`src/rtl/input_buffer.sv`:
```
// rtl/input_buffer.sv - byte FIFO between UART receiver and core input path
//
// Buffers received bytes and answers the pipeline's input request with either
// a zero-extended byte or a little-endian 32-bit word.
//
// Ports:
//   clk          core clock
//   rst          synchronous active-high reset
//   rx_data      received byte from the UART receiver
//   rx_valid     one-cycle strobe qualifying rx_data
//   input_req    level request from the hazard unit, held until input_valid
//   input_word   sampled with the request: 1 = 4-byte word, 0 = single byte
//   input_valid  one-cycle pulse, input_data valid this cycle
//   input_data   byte mode {24'b0, b0}; word mode {b3, b2, b1, b0}
//   count        registered FIFO occupancy, 0..DEPTH
//   overflow     sticky; a byte arrived while the FIFO was full
module input_buffer #(
    parameter int  DEPTH  = 16,
    localparam int ADDR_W = $clog2(DEPTH)
) (
    input  logic              clk,
    input  logic              rst,
    input  logic [7:0]        rx_data,
    input  logic              rx_valid,
    input  logic              input_req,
    input  logic              input_word,
    output logic              input_valid,
    output logic [31:0]       input_data,
    output logic [ADDR_W:0]   count,
    output logic              overflow
);

    localparam logic [ADDR_W:0] FULL = DEPTH[ADDR_W:0];

    typedef enum logic [1:0] {
        IDLE    = 2'd0,
        COLLECT = 2'd1,
        RESP    = 2'd2
    } state_t;

    state_t            state, state_n;
    logic [7:0]        mem [DEPTH];
    logic [ADDR_W-1:0] wr_ptr, rd_ptr;
    logic [2:0]        need, cnt;
    logic [31:0]       asm_q, asm_next;
    logic [31:0]       data_q;
    logic              push, pop, last_pop;

    // A pop only looks at the registered count, so a byte pushed into an
    // empty FIFO becomes poppable one cycle later.
    always_comb begin
        state_n  = state;
        pop      = 1'b0;
        last_pop = 1'b0;
        case (state)
            IDLE: begin
                if (input_req) state_n = COLLECT;
            end
            COLLECT: begin
                if (!input_req) begin
                    state_n = IDLE;
                end else if (count != '0) begin
                    pop = 1'b1;
                    if (cnt + 3'd1 == need) begin
                        last_pop = 1'b1;
                        state_n  = RESP;
                    end
                end
            end
            RESP: begin
                state_n = IDLE;
            end
            default: begin
                state_n = IDLE;
            end
        endcase
    end

    always_comb begin
        asm_next = asm_q;
        asm_next[8*cnt[1:0] +: 8] = mem[rd_ptr];
    end

    // A pop in the same cycle frees a slot, so a push at full is accepted.
    assign push = rx_valid && ((count != FULL) || pop);

    always_ff @(posedge clk) begin
        if (rst) state <= IDLE;
        else     state <= state_n;
    end

    always_ff @(posedge clk) begin
        if (push) mem[wr_ptr] <= rx_data;
    end

    always_ff @(posedge clk) begin
        if (rst) begin
            wr_ptr   <= '0;
            rd_ptr   <= '0;
            count    <= '0;
            overflow <= 1'b0;
            need     <= 3'd0;
            cnt      <= 3'd0;
            asm_q    <= 32'd0;
            data_q   <= 32'd0;
        end else begin
            if (push) wr_ptr <= wr_ptr + 1'b1;
            if (pop)  rd_ptr <= rd_ptr + 1'b1;
            if (rx_valid && !push) overflow <= 1'b1;

            case ({push, pop})
                2'b10:   count <= count + 1'b1;
                2'b01:   count <= count - 1'b1;
                default: count <= count;
            endcase

            if (state == IDLE && input_req) begin
                need  <= input_word ? 3'd4 : 3'd1;
                cnt   <= 3'd0;
                asm_q <= 32'd0;
            end else if (pop) begin
                cnt   <= cnt + 3'd1;
                asm_q <= asm_next;
            end

            if (last_pop) data_q <= asm_next;
        end
    end

    assign input_valid = (state == RESP);
    assign input_data  = data_q;

endmodule
```
`config.mk`:
```
export PLATFORM = sky130hd
export DESIGN_NAME = input_buffer
export DESIGN_NICKNAME = d
export VERILOG_FILES = /design/src/rtl/input_buffer.sv
export SDC_FILE = /design/constraint.sdc
export NUM_CORES = 1
export LEC_CHECK = 0
export ABC_AREA = 0
export ABC_CLOCK_PERIOD_IN_PS = 3600
export CAP_MARGIN = 40
export CORE_ASPECT_RATIO = 1.75
export CORE_MARGIN = 1
export CORE_UTILIZATION = 25
export CTS_CLUSTER_SIZE = 8
export DETAILED_ROUTE_END_ITERATION = 8
export GPL_ROUTABILITY_DRIVEN = 0
export PLACE_DENSITY = 0.4
export SLEW_MARGIN = 20
export SYNTH_ARGS = -nofsm -noshare
export SYNTH_HDL_FRONTEND = slang
export SYNTH_SLANG_ARGS = --single-unit
```
`constraint.sdc`:
```
create_clock -name clk -period 3.6 [get_ports clk]
set_clock_uncertainty 0.15 [all_clocks]
set_input_delay 1.08 -clock clk [delete_from_list [all_inputs] [get_ports clk]]
set_output_delay 1.08 -clock clk [all_outputs]
set_load 0.1 [all_outputs]
```
=== Word-level counts from Yosys, hierarchy flattened ===
Memories as Yosys holds them, arrays and structs flattened. A register that Yosys moved wholly into a read port is not among the register bits.
Cells that the tools add are included.

* Output and inout port bits: 39
* Memories: 1
* Logic and storage cells: 56
* Latch bits: 0
* Memory bits (writable): 128
* Input bits: 13
* Bits in registers: 86
* ROM bits: 0

{| class="wikitable"
|+ Memory list
! memory !! depth !! bits a word !! rd ports !! clocked after memory_dff !! wr ports !! RTL line !! source
|-
| mem || 16 || 8 || 1 || 1 || 1 || 42 || <nowiki>logic [7:0] mem [DEPTH];</nowiki>
|}

* Equality and inequality tests: 9
* $add $sub $neg: 6
* Bitwise operators: 0
* Multiply operators: 0
* $lt $le $gt $ge: 0
* Mux-type cells: 19
* Shift operators: 2
* Reductions and logical operators: 10
* Div/mod/pow operators: 0

{| class="wikitable"
|+ Operators with widths
! kind !! number
|-
| $neg A5 Y34 || 1
|-
| $shift A8 B34 Y32 const A || 1
|-
| $shiftx A8 B34 Y32 || 1
|-
| $bwmux W32 || 1
|-
| $pmux W5 S2 || 1
|-
| $mux W1 || 9
|-
| $add A4 B1 Y4 const B || 2
|-
| $mux W2 || 4
|-
| $mux W4 || 2
|-
| $ne A3 B3 Y1 const B || 2
|-
| $add A5 B1 Y5 const B || 1
|-
| $ne A5 B5 Y1 const B || 1
|-
| $reduce_bool A5 Y1 || 1
|-
| $sub A5 B1 Y5 const B || 1
|-
| $eq A2 B1 Y1 const B || 2
|-
| $eq A2 B2 Y1 const B || 2
|-
| $pmux W2 S2 || 1
|-
| $add A3 B1 Y3 const B || 1
|-
| $eq A3 B3 Y1 || 1
|-
| $logic_and A1 B1 Y1 || 3
|-
| $mux W3 || 1
|-
| $reduce_and A3 Y1 || 1
|-
| $logic_not A2 Y1 || 1
|-
| $ne A2 B2 Y1 const B || 1
|-
| 4 further kinds || 4
|}

=== Logic depth before layout (Yosys ltp) ===
Gate-level depths: netlist of run 1.

* Depth in word-level cells: 8
* Mapped depth: 11
* Depth with buffers taken out: 10

=== Worst setup path after synthesis of run 1 ===
No wires, ideal clock.

* Kind: register -> register
* Start: register count[4]
* End: register count[4]
* Period minus slack after synthesis: 3.112 ns
* Required time: 3.316 ns
* Stages on the path, launching flop included: 12
* Arrival: 2.828 ns
* Setup slack: 0.488 ns
* Buffers on the path: 1
* Setup time: 0.134 ns
* Path through: dfxtp_1 buf_2 inv_1 a21oi_1 nand2_1 inv_1 ha_1 nor2b_1 o21a_1 or4_1 o211ai_1 a31oi_1

* Cells in the longest elaborated chain, start to end: 8
* Elaborated cells on any way between the ends: 13
* Those cells by class: add/sub (2); eq/ne (3); mux (4); reduce/logical (4)

{| class="wikitable"
|+ Ends and longest elaborated chain
! element !! RTL line !! source
|-
| start, declared || 29 || <nowiki>output logic [ADDR_W:0] count,</nowiki>
|-
| start signal, assigned || 112 || <nowiki>2'b10: count <= count + 1'b1;</nowiki>
|-
| start signal, assigned || 113 || <nowiki>2'b01: count <= count - 1'b1;</nowiki>
|-
| start signal, assigned || 114 || <nowiki>default: count <= count;</nowiki>
|-
| $reduce_bool A5 Y1 || 62 || <nowiki>end else if (count != '0) begin</nowiki>
|-
| $mux W1 || 62 ||
|-
| $mux W1 || 60 || <nowiki>if (!input_req) begin</nowiki>
|-
| $mux W1 || 55 || <nowiki>case (state)</nowiki>
|-
| $logic_or A1 B1 Y1 || 85 || <nowiki>assign push = rx_valid && ((count != FULL) || pop);</nowiki>
|-
| $logic_and A1 B1 Y1 || 85 ||
|-
| $eq A2 B1 Y1 or $eq A2 B2 Y1 (tied branches) || 111 || <nowiki>case ({push, pop})</nowiki>
|-
| $pmux W5 S2 or $reduce_bool A2 Y1 (tied branches) || -- ||
|}

Several ways; a longest one is shown, not always the timed one.
A chain may end at the register's enable or synchronous reset.

=== Worst setup path after layout of run 1 ===
* Start: input port input_req
* End: register count[4]

* Cells in the longest elaborated chain, start to end: 6
* Elaborated cells on any way between the ends: 8
* Those cells by class: eq/ne (2); mux (3); reduce/logical (3)

{| class="wikitable"
|+ Ends and longest elaborated chain
! element !! RTL line !! source
|-
| start, declared || 25 || <nowiki>input logic input_req,</nowiki>
|-
| $mux W1 (*) || 60 ||
|-
| $mux W1 (*) || 55 ||
|-
| $logic_or A1 B1 Y1 || 85 ||
|-
| $logic_and A1 B1 Y1 || 85 ||
|-
| $eq A2 B1 Y1 or $eq A2 B2 Y1 (tied branches) || 111 ||
|-
| $pmux W5 S2 or $reduce_bool A2 Y1 (tied branches) || -- ||
|}

Mark *: on every way between the ends. The rest lies on a longest branch, timed or not.

==> metrics.md, run 1 <==
| Metric | Value |
|---|---|
| DRT iter0 DRCs | `roughly 260` |
| Total number of vias | `about 5800` |
| Area of placed instances | `between 0.01 and 0.015 mm2` |
| Detail Route met3 WL | `783 um` |
| Post-synth EDFFs | `roughly 130` |
| Outcome | `finished clean` |
| Layout cells sized above 1 | `between 20 and 25%` |
| Port buffer count | `between 50 and 60` |
| Mapped Cells | `a little over 700` |
| Power density cells | `approximately 510 mW/mm2` |
| Met2 wire len | `between 10000 and 15000 um` |
| Actual slew at the worst max-slew pin | `0.819 ns` |
| Design Power | `between 5 and 6 mW` |
| Origin of the worst setup path | `input_req` |
| Final min period | `around 3.0 ns` |
| Post-synth cell types | `56` |
| Reg-to-Reg Start | `cnt[0]` |
| Register bit total from synthesis | `217` |
| Top Layer Used | `met4` |
| GRT Util Overall | `approximately an eighth` |
| Fin nets | `between 800 and 900` |
| Die W | `approximately 150 um` |
| Worst-skew pair later-pin latency | `about 0.56 ns` |
| Htree depth | `1` |
| Clock slew at reported path FFs | `~0.050 ns` |
| Ranking of synthesized cells by area | `edfxtp_1, dfxtp_1, mux4_2` |
| Crit path required time | `~3.9 ns` |
| Tcrit/Tclk final | `between 80 and 90%` |
| Top FF cell, synth | `edfxtp_1` |
| # diodes | `0` |
| Count leader, synth | `edfxtp_1` |
| CP max FO | `4` |
| Worst slew margin | `between 40% and 50%` |
| Seq/Total Area, Yosys | `between 60% and 70%` |
| Crit path largest cell delay | `0.52 ns` |
| Mean Syn Cell Area | `roughly 13 um2` |
| Achievable Freq | `approximately 0.34 GHz` |
| CP max stage cell | `clkdlybuf4s50_1` |
| Resized cells post-CTS | `0` |
| Post-synth top cells | `edfxtp_1, dfxtp_1, nor2_1` |
| Reg2reg end | `input_data[27]` |
| Crit path kind | `input port to flip-flop` |
| Max Cap Viol | `0` |
| DIE AREA | `roughly 0.038 mm2` |
| Area leader, netlist | `edfxtp_1` |
| Mapped Nets | `~740` |
| Hold Crit Class | `flip-flop to flip-flop` |
| Post-synth top area share | `a little over two fifths` |
| Vias/cell | `roughly 4.6` |
| Final WL | `~23000 um` |
| Clock buffer depth | `3` |
| Starting Density | `about a quarter` |
| Core area | `roughly 0.036 mm2` |
| CTS tree | `done` |
| Lkg Pwr | `3.70 nW` |
| Antenna violations before repair | `0` |
| Pin count of the biggest net entering global routing | `35` |
| Syn Std Cell Area | `just over 0.009 mm2` |
| Die Y | `roughly 260 um` |
| Synth-to-layout area growth | `21.4%` |
| Post-DP HPWL | `16500 um` |
| CP startpoint kind | `input port` |
| Final Cell Area | `roughly 0.011 mm2` |
| I/O pins | `52` |
| Vias in the first global route | `6110` |
| Asr flop ratio synth | `0%` |
| Clock root buffer | `clkbuf_16` |
| Crit end category | `flip-flop` |
| Hold WS | `around 0.29 ns` |
| Num CTS Buffers | `31` |
| VDD IR max | `approximately 260 uV` |
| Pre-Repair DR Iteration Count | `5` |
| DRC | `0` |
| Sum Neg Setup Slack | `0 ns` |
| Setup violation total in the final timing report | `0` |
| CTS sink count | `approximately 220` |
| Reg2reg setup slack | `between 0.7 and 0.8 ns` |
| CTS Hold Bufs | `0` |
| Post-DRT Antenna Nets | `0` |
| Fin. Hold Viols | `0` |
| Post-CTS setup buffers | `0` |
| Crit path cell chain | `clkdlybuf4s50_1 > nand3b_1 > a21oi_2 > nand2_1 > inv_1 > ha_1 > nor2b_1 > o21a_1 > or4_1 > o211ai_1 > a31oi_1` |
| Final Max Slew Viols | `0` |
| M1 WL | `between 8000 and 9000 um` |
| R2R depth | `8` |
| Yosys warns | `0` |
| RSZ-0062 raised after global routing | `no` |
| Row count | `92` |
| First-pass GRT wire length | `between 30000 and 40000 um` |
| DR WL/cell | `18.2 um` |
| GR Overflow Total | `0` |
| CP arrival | `3.26 ns` |
| Crit path capture | `count[4]` |
==> worst min-delay path by stage <==
stage,start,endpoint,depth (start not counted)
floorplan,asm_q[0],asm_q[0],2
global placement,asm_q[3],asm_q[3],2
detailed placement,asm_q[0],asm_q[0],2
CTS,asm_q[0],asm_q[0],2
global route,asm_q[11],asm_q[11],2
finish,asm_q[3],asm_q[3],2
==> final cells by class <==
type                    count  area [um2]
multi-input cells         442        3320
flip-flops and latches    217        5630
well taps                 470         588
clock inverters             2        28.8
repair buffers             88         706
clock buffers              49         843
inverters                  10        37.5
fillers                  3680       25000
==> worst max-delay path, delay by kind of cell <==
family	cells	cell delay, ns
and+or+nand+nor	4	0.78
AOI/OAI and AO/OA	4	0.54
buffers and inverters	2	0.60
adders and majority gates	1	0.25
==> metrics by stage <==
step	instances	utilization [%]	setup WS, ns
final	1278	30.9	0.625
after global routing	1278	30.9	0.452
after CTS	1278	30.9	0.654
after detailed placement	1227	28.4	0.0668
after global placement	1226	28.4	0.0800
after floorplan	708	-	0.488
==> metal layers <==
metal | vias to the layer above | global-route usage (%)
li1 | 2819 | -
met1 | 2845 | 12.4
met2 | 110 | 25.9
met3 | 47 | 1.98
met4 | 0 | 5.10
met5 | - | 0
==> power by group <==
part | switching (mW) | internal (mW) | total [mW]
Combinational | 0.238 | 0.123 | 0.361
Sequential | 0.0235 | 2.66 | 2.69
Clock | 1.05 | 1.58 | 2.63
Total | 1.31 | 4.37 | 5.68
==> cell families after synthesis <==
kind of cell / share of synthesized area, %
flops: 61.2
mux: 11.3
fa+ha+maj: 2.12
buf+inv: 2.67
xor+xnor: 1.39
simple gates: 12.8
compound gates: 8.55
==> state kept, by name, summed over array words and instances (netlist names), named ones only <==
| register | count |
|---|---|
| need | 2 |
| rd_ptr | 4 |
| count | 5 |
| state | 2 |
| wr_ptr | 4 |
| mem | 128 |
| overflow | 1 |
| asm_q | 32 |
| input_data | 32 |
| cnt | 3 |
==> cells in the final DEF, fill, tap and decap left out, drive strengths merged, types with 10 or more instances in the layout <==
cell type      instances
nor2                  77
nor3                  22
inv                   10
nand2                 65
nor2b                 14
ha                    14
o21ai                 25
a21oi                 33
mux2i                 19
mux4                  32
edfxtp               128
o22ai                 33
buf                   77
clkbuf                49
clkdlybuf4s50         11
dfxtp                 89
Note: power is estimated with default switching activity, not from simulation.
==> run 2, diff against run 1 <==
--- a/config.mk
+++ b/config.mk
@@ -6,7 +6,7 @@
 export NUM_CORES = 1
 export LEC_CHECK = 0
 export ABC_AREA = 0
-export ABC_CLOCK_PERIOD_IN_PS = 3600
+export ABC_CLOCK_PERIOD_IN_PS = 2800
 export CAP_MARGIN = 40
 export CORE_ASPECT_RATIO = 1.75
 export CORE_MARGIN = 1
==> constraint.sdc (replaced) <==
create_clock -name clk -period 2.8 [get_ports clk]
set_clock_uncertainty 0.15 [all_clocks]
set_input_delay 0.84 -clock clk [delete_from_list [all_inputs] [get_ports clk]]
set_output_delay 0.84 -clock clk [all_outputs]
set_load 0.1 [all_outputs]
==> run 2 against run 1 <==
  * Routed wire length is 0.29% higher
  * Final area increased by 3.1%
  * Die area stayed put
  * First-iteration DRC count down 11%
  * Via count increased by 1.9%
  * Largest power group unchanged
==> metrics.md, run 2 (synthesis results as in run 1) <==
| Metric | Value |
|---|---|
| Outcome | `finished clean` |
| CTS tree | `done` |
| DRT iter0 DRCs | `about 230` |
| Layout cells sized above 1 | `about a quarter` |
| Antenna violations before repair | `0` |
| Placed Instances | `about 1300` |
| Final WS setup | `about 0.23 ns` |
| Reg2reg setup slack | `0.36 ns` |
| # diodes | `0` |
| Tcrit/Tclk final | `91.8%` |
| Post-CTS setup buffers | `0` |
| Pre-Repair DR Iteration Count | `5` |
| Hold Path Depth | `2` |
| Core area | `between 0.03 and 0.04 mm2` |
| Worst-skew pair later-pin latency | `0.56 ns` |
| Max reg flops | `roughly 130` |
| Final std cells w/o fill | `~1300` |
| Total number of vias | `5929` |
| CP startpoint kind | `input port` |
| Final min period | `between 2 and 3 ns` |
| CP arrival | `2.86 ns` |
| Reg2reg end | `count[4]` |
| Starting Density | `25.4%` |
| Crit path required time | `slightly above 3 ns` |
| CP max FO | `2` |
| Pin count of the biggest net entering global routing | `35` |
| Final core utilization | `between 30% and 40%` |
| Actual slew at the worst max-slew pin | `between 0.6 and 0.7 ns` |
| Dpl ws | `-0.352 ns` |
| Port buffer count | `between 50 and 60` |
| HP Start | `asm_q[7]` |
| Max Cap Viol | `0` |
| VDD IR max | `between 300 and 400 uV` |
| Final Cell Area | `roughly 0.011 mm2` |
| Final WL | `between 20000 and 25000 um` |
| GR Overflow Total | `0` |
| Num CTS Buffers | `31` |
| Synth-to-layout area growth | `25.1%` |
| Hold Crit Class | `flip-flop to flip-flop` |
| Design Power | `about 7.4 mW` |
| Hold EP | `asm_q[7]` |
| Die W | `roughly 150 um` |
| Lkg Pwr | `a little under 4 nW` |
| Post-DP HPWL | `around 16000 um` |
| Most flop-heavy register | `mem` |
| Achievable Freq | `between 0.3 and 0.4 GHz` |
| Final Max Slew Viols | `0` |
| Clock buffer depth | `3` |
| Crit path kind | `input port to flip-flop` |
| Vias/cell | `~4.5` |
| Resized cells post-CTS | `0` |
| Power density cells | `between 600 and 700 mW/mm2` |
| CTS sink count | `~220` |
| Row count | `92` |
| Vias in the first global route | `between 6000 and 7000` |
| Area of placed instances | `0.0106 mm2` |
| Crit end category | `flip-flop` |
| DRC | `0` |
| Die Y | `~260 um` |
| RSZ-0062 raised after global routing | `no` |
| Clock slew at reported path FFs | `0.05 ns` |
| Setup violation total in the final timing report | `0` |
| Clock root buffer | `clkbuf_16` |
| Htree depth | `1` |
| Fin nets | `about 850` |
| DR WL/cell | `between 15 and 20 um` |
| CTS Hold Bufs | `0` |
| Worst slew margin | `between 50% and 60%` |
| Most frequent cells in the layout | `edfxtp_1, buf_4, dfxtp_1, nor2_1, nand2_1` |
| R2R depth | `10` |
| GRT Util Overall | `12.8%` |
| Commonest non-fill, non-tap cell in the layout | `edfxtp_1` |
| Post-DRT Antenna Nets | `0` |
| First-pass GRT wire length | `around 37000 um` |
| Reg-to-Reg Start | `count[0]` |
| Fin. Hold Viols | `0` |
| I/O pins | `52` |
| DIE AREA | `roughly 0.038 mm2` |
[run 2: cell count changes in the layout (fill, tap and decap cells not counted), sizes merged]
cell and delta:
buf +33, clkbuf +1
[run 2: worst max-delay path by stage]
stage / slack [ns] / start / endpoint
after floorplan: 0.007 / input_req / count[4]
after global placement: -0.35 / input_req / count[4]
after detailed placement: -0.35 / input_req / count[4]
after CTS: 0.24 / input_req / count[4]
after global routing: 0.11 / input_req / count[4]
final: 0.23 / input_req / count[4]
[run 2: power breakdown]
| part | total, mW | internal, mW | switching (mW) | leakage (nW) |
|---|---|---|---|---|
| logic | 0.491 | 0.181 | 0.310 | 1.60 |
| registers | 3.45 | 3.43 | 0.0282 | 1.88 |
| clock network | 3.42 | 2.04 | 1.37 | 0.418 |
[run 2: through the flow]
stage | setup TNS (ns) | hold slack [ns]
after floorplan | 0 | 0.267
after global placement | -16.91 | 0.278
after detailed placement | -17.29 | 0.284
after CTS | 0 | 0.297
after global routing | 0 | 0.319
final | 0 | 0.292
[run 2: final cells by class]
class / instances / area (um2)
repair buffers: 121 / 1030
clock buffers: 50 / 847
inverters: 10 / 37.5
flip-flops and latches: 217 / 5630
fillers: 3669 / 24600
clock inverters: 2 / 28.8
multi-input cells: 442 / 3330
well taps: 470 / 588
[run 2: worst max-delay path, cell delays in order]
cell             delay (ns)
clkdlybuf4s50_1        0.48
nand3b_1               0.12
a21oi_2                0.14
nand2_1                0.08
inv_1                  0.07
ha_1                   0.23
nor2b_1                0.13
o21a_1                 0.17
or4_1                  0.41
o211ai_1               0.11
a31oi_1                0.09
[run 2: layer usage]
metal  track usage (%)  routed length [um]  up-vias
met2              25.9               13600      105
met5                 0                   0        -
met3              1.91                 708       50
li1                  -                   -     2897
met4              5.18                 716        0
met1              12.5                8310     2877
==> run 3, diff against run 2 <==
==> constraint.sdc (replaced) <==
create_clock -name clk -period 2.8 [get_ports clk]
set_clock_uncertainty 0.15 [all_clocks]
set_input_delay 0.84 -clock clk [delete_from_list [all_inputs] [get_ports clk]]
set_output_delay 0.84 -clock clk [all_outputs]
set_load 0.02 [all_outputs]
==> run 3 against run 2 <==
  * Power is 1.1% lower
  * Utilization is 0.29 points higher
  * Routed wire length is 0.89% lower
  * Non-clock buffer count increased by 3
  * First-iteration DRC count fell by 26%
  * Register-to-register slack lost 0.02 ns
  * Fmax fell by 4.6%
  * Critical endpoint is now count[4]
  * Largest power group unchanged
==> metrics.md, run 3 (synthesis results as in run 1) <==
| Metric | Value |
|---|---|
| Sum Neg Setup Slack | `0 ns` |
| Clock buffer depth | `3` |
| Hold Crit Class | `flip-flop to flip-flop` |
| CP max stage cell | `clkdlybuf4s50_1` |
| Die Y | `256 um` |
| Final WL | `around 23000 um` |
| Max Cap Viol | `0` |
| Crit path largest cell delay | `0.62 ns` |
| Core area | `~0.036 mm2` |
| Crit path kind | `flip-flop to output pin` |
| Post-DRT Antenna Nets | `0` |
| Commonest non-fill, non-tap cell in the layout | `edfxtp_1` |
| Final core utilization | `about a third` |
| Origin of the worst setup path | `count[4]` |
| Crit end category | `output pin` |
| Tcrit/Tclk final | `around 96%` |
| Dpl ws | `-0.367 ns` |
| Register Area | `0.00563 mm2` |
| CP max FO | `10` |
| Synth-to-layout area growth | `26.3%` |
| Reg2reg end | `asm_q[30]` |
| Antenna violations before repair | `0` |
| Achievable Freq | `0.371 GHz` |
| Actual slew at the worst max-slew pin | `0.722 ns` |
| Lkg Pwr | `between 3 and 4 nW` |
| CTS Hold Bufs | `0` |
| Total number of vias | `a little under 6000` |
| Worst-skew pair later-pin latency | `~0.56 ns` |
| Hold WS | `slightly below 0.3 ns` |
| Post-CTS setup buffers | `0` |
| DRT iter0 DRCs | `170` |
| Multi-input gate area | `0.00333 mm2` |
| Row count | `a little over 90` |
| Resized cells post-CTS | `0` |
| Outcome | `finished clean` |
| Crit path required time | `approximately 1.8 ns` |
| DIE AREA | `0.0376 mm2` |
| DRC | `0` |
| Final Max Slew Viols | `0` |
| # diodes | `0` |
| Starting Density | `about a quarter` |
| Pin count of the biggest net entering global routing | `33` |
| Fin. Hold Viols | `0` |
| Worst slew margin | `between 50% and 60%` |
| Port buffer count | `51` |
| I/O pins | `52` |
| Htree depth | `1` |
| Pre-Repair DR Iteration Count | `4` |
| Max reg flops | `about 130` |
| DR WL/cell | `about 18 um` |
| GRT Util Overall | `12.8%` |
| Final min period | `about 2.7 ns` |
| Setup violation total in the final timing report | `0` |
| RSZ-0062 raised after global routing | `no` |
| VDD IR max | `408 uV` |
| Layout cells sized above 1 | `a little over a fifth` |
| Post-DP HPWL | `roughly 17000 um` |
| R2R depth | `6` |
| Crit path cell chain | `buf_4 > clkdlybuf4s50_1` |
| Most frequent cells in the layout | `edfxtp_1, dfxtp_1, nor2_1, nand2_1, buf_4` |
| CTS tree | `done` |
| Clock slew at reported path FFs | `0.05 ns` |
| Placed Instances | `approximately 1300` |
| Final WS setup | `0.107 ns` |
| Power density cells | `628 mW/mm2` |
| First-pass GRT wire length | `36900 um` |
| Fin nets | `854` |
| HP Start | `asm_q[5]` |
| GR Overflow Total | `0` |
| Design Power | `roughly 7.3 mW` |
| CP arrival | `1.70 ns` |
| Final std cells w/o fill | `around 1300` |
| Most flop-heavy register | `mem` |
| Area of placed instances | `roughly 0.011 mm2` |
| Final Cell Area | `approximately 0.012 mm2` |
| CTS sink count | `217` |
| Die W | `around 150 um` |
| Vias/cell | `roughly 4.5` |
| CP startpoint kind | `flip-flop` |
| Vias in the first global route | `6486` |
| Num CTS Buffers | `31` |
| Fillers | `between 3000 and 4000` |
| Crit path capture | `count[4]` |
| Reg2reg setup slack | `roughly 0.34 ns` |
| Clock root buffer | `clkbuf_16` |
## run 3: report_power, final
| part | internal [mW] | switching, mW | leakage [nW] | total (mW) |
|---|---|---|---|---|
| logic | 0.188 | 0.261 | 1.54 | 0.450 |
| clock network | 2.03 | 1.35 | 0.416 | 3.38 |
| registers | 3.43 | 0.0259 | 1.88 | 3.45 |
## run 3: routing by layer
metal	vias to the layer above	routed length (um)	GRT usage, %
li1	2895	-	-
met1	2877	7920	11.9
met2	103	13900	26.9
met3	51	626	1.60
met4	0	739	5.01
met5	-	0	0
## run 3: critical path: cells and delay by family, from the launching register on
kind                   cells  cell delay, ns
buffers and inverters      2            0.80
flip-flops                 1            0.34
## run 3: how the worst min path moves through the flow
| stage | slack (ns) | to | cells past startpoint |
|---|---|---|---|
| floorplan | 0.27 | asm_q[0] | 2 |
| global placement | 0.28 | asm_q[5] | 2 |
| detailed placement | 0.29 | asm_q[5] | 2 |
| CTS | 0.30 | asm_q[5] | 2 |
| global route | 0.31 | asm_q[10] | 2 |
| finish | 0.29 | asm_q[5] | 2 |
## run 3: layout make-up
cell class	instances	area share, %
repair buffers	124	9.94
clock buffers	48	7.24
flip-flops and latches	217	48.5
clock inverters	2	0.248
inverters	10	0.324
multi-input cells	442	28.7
well taps	470	5.07
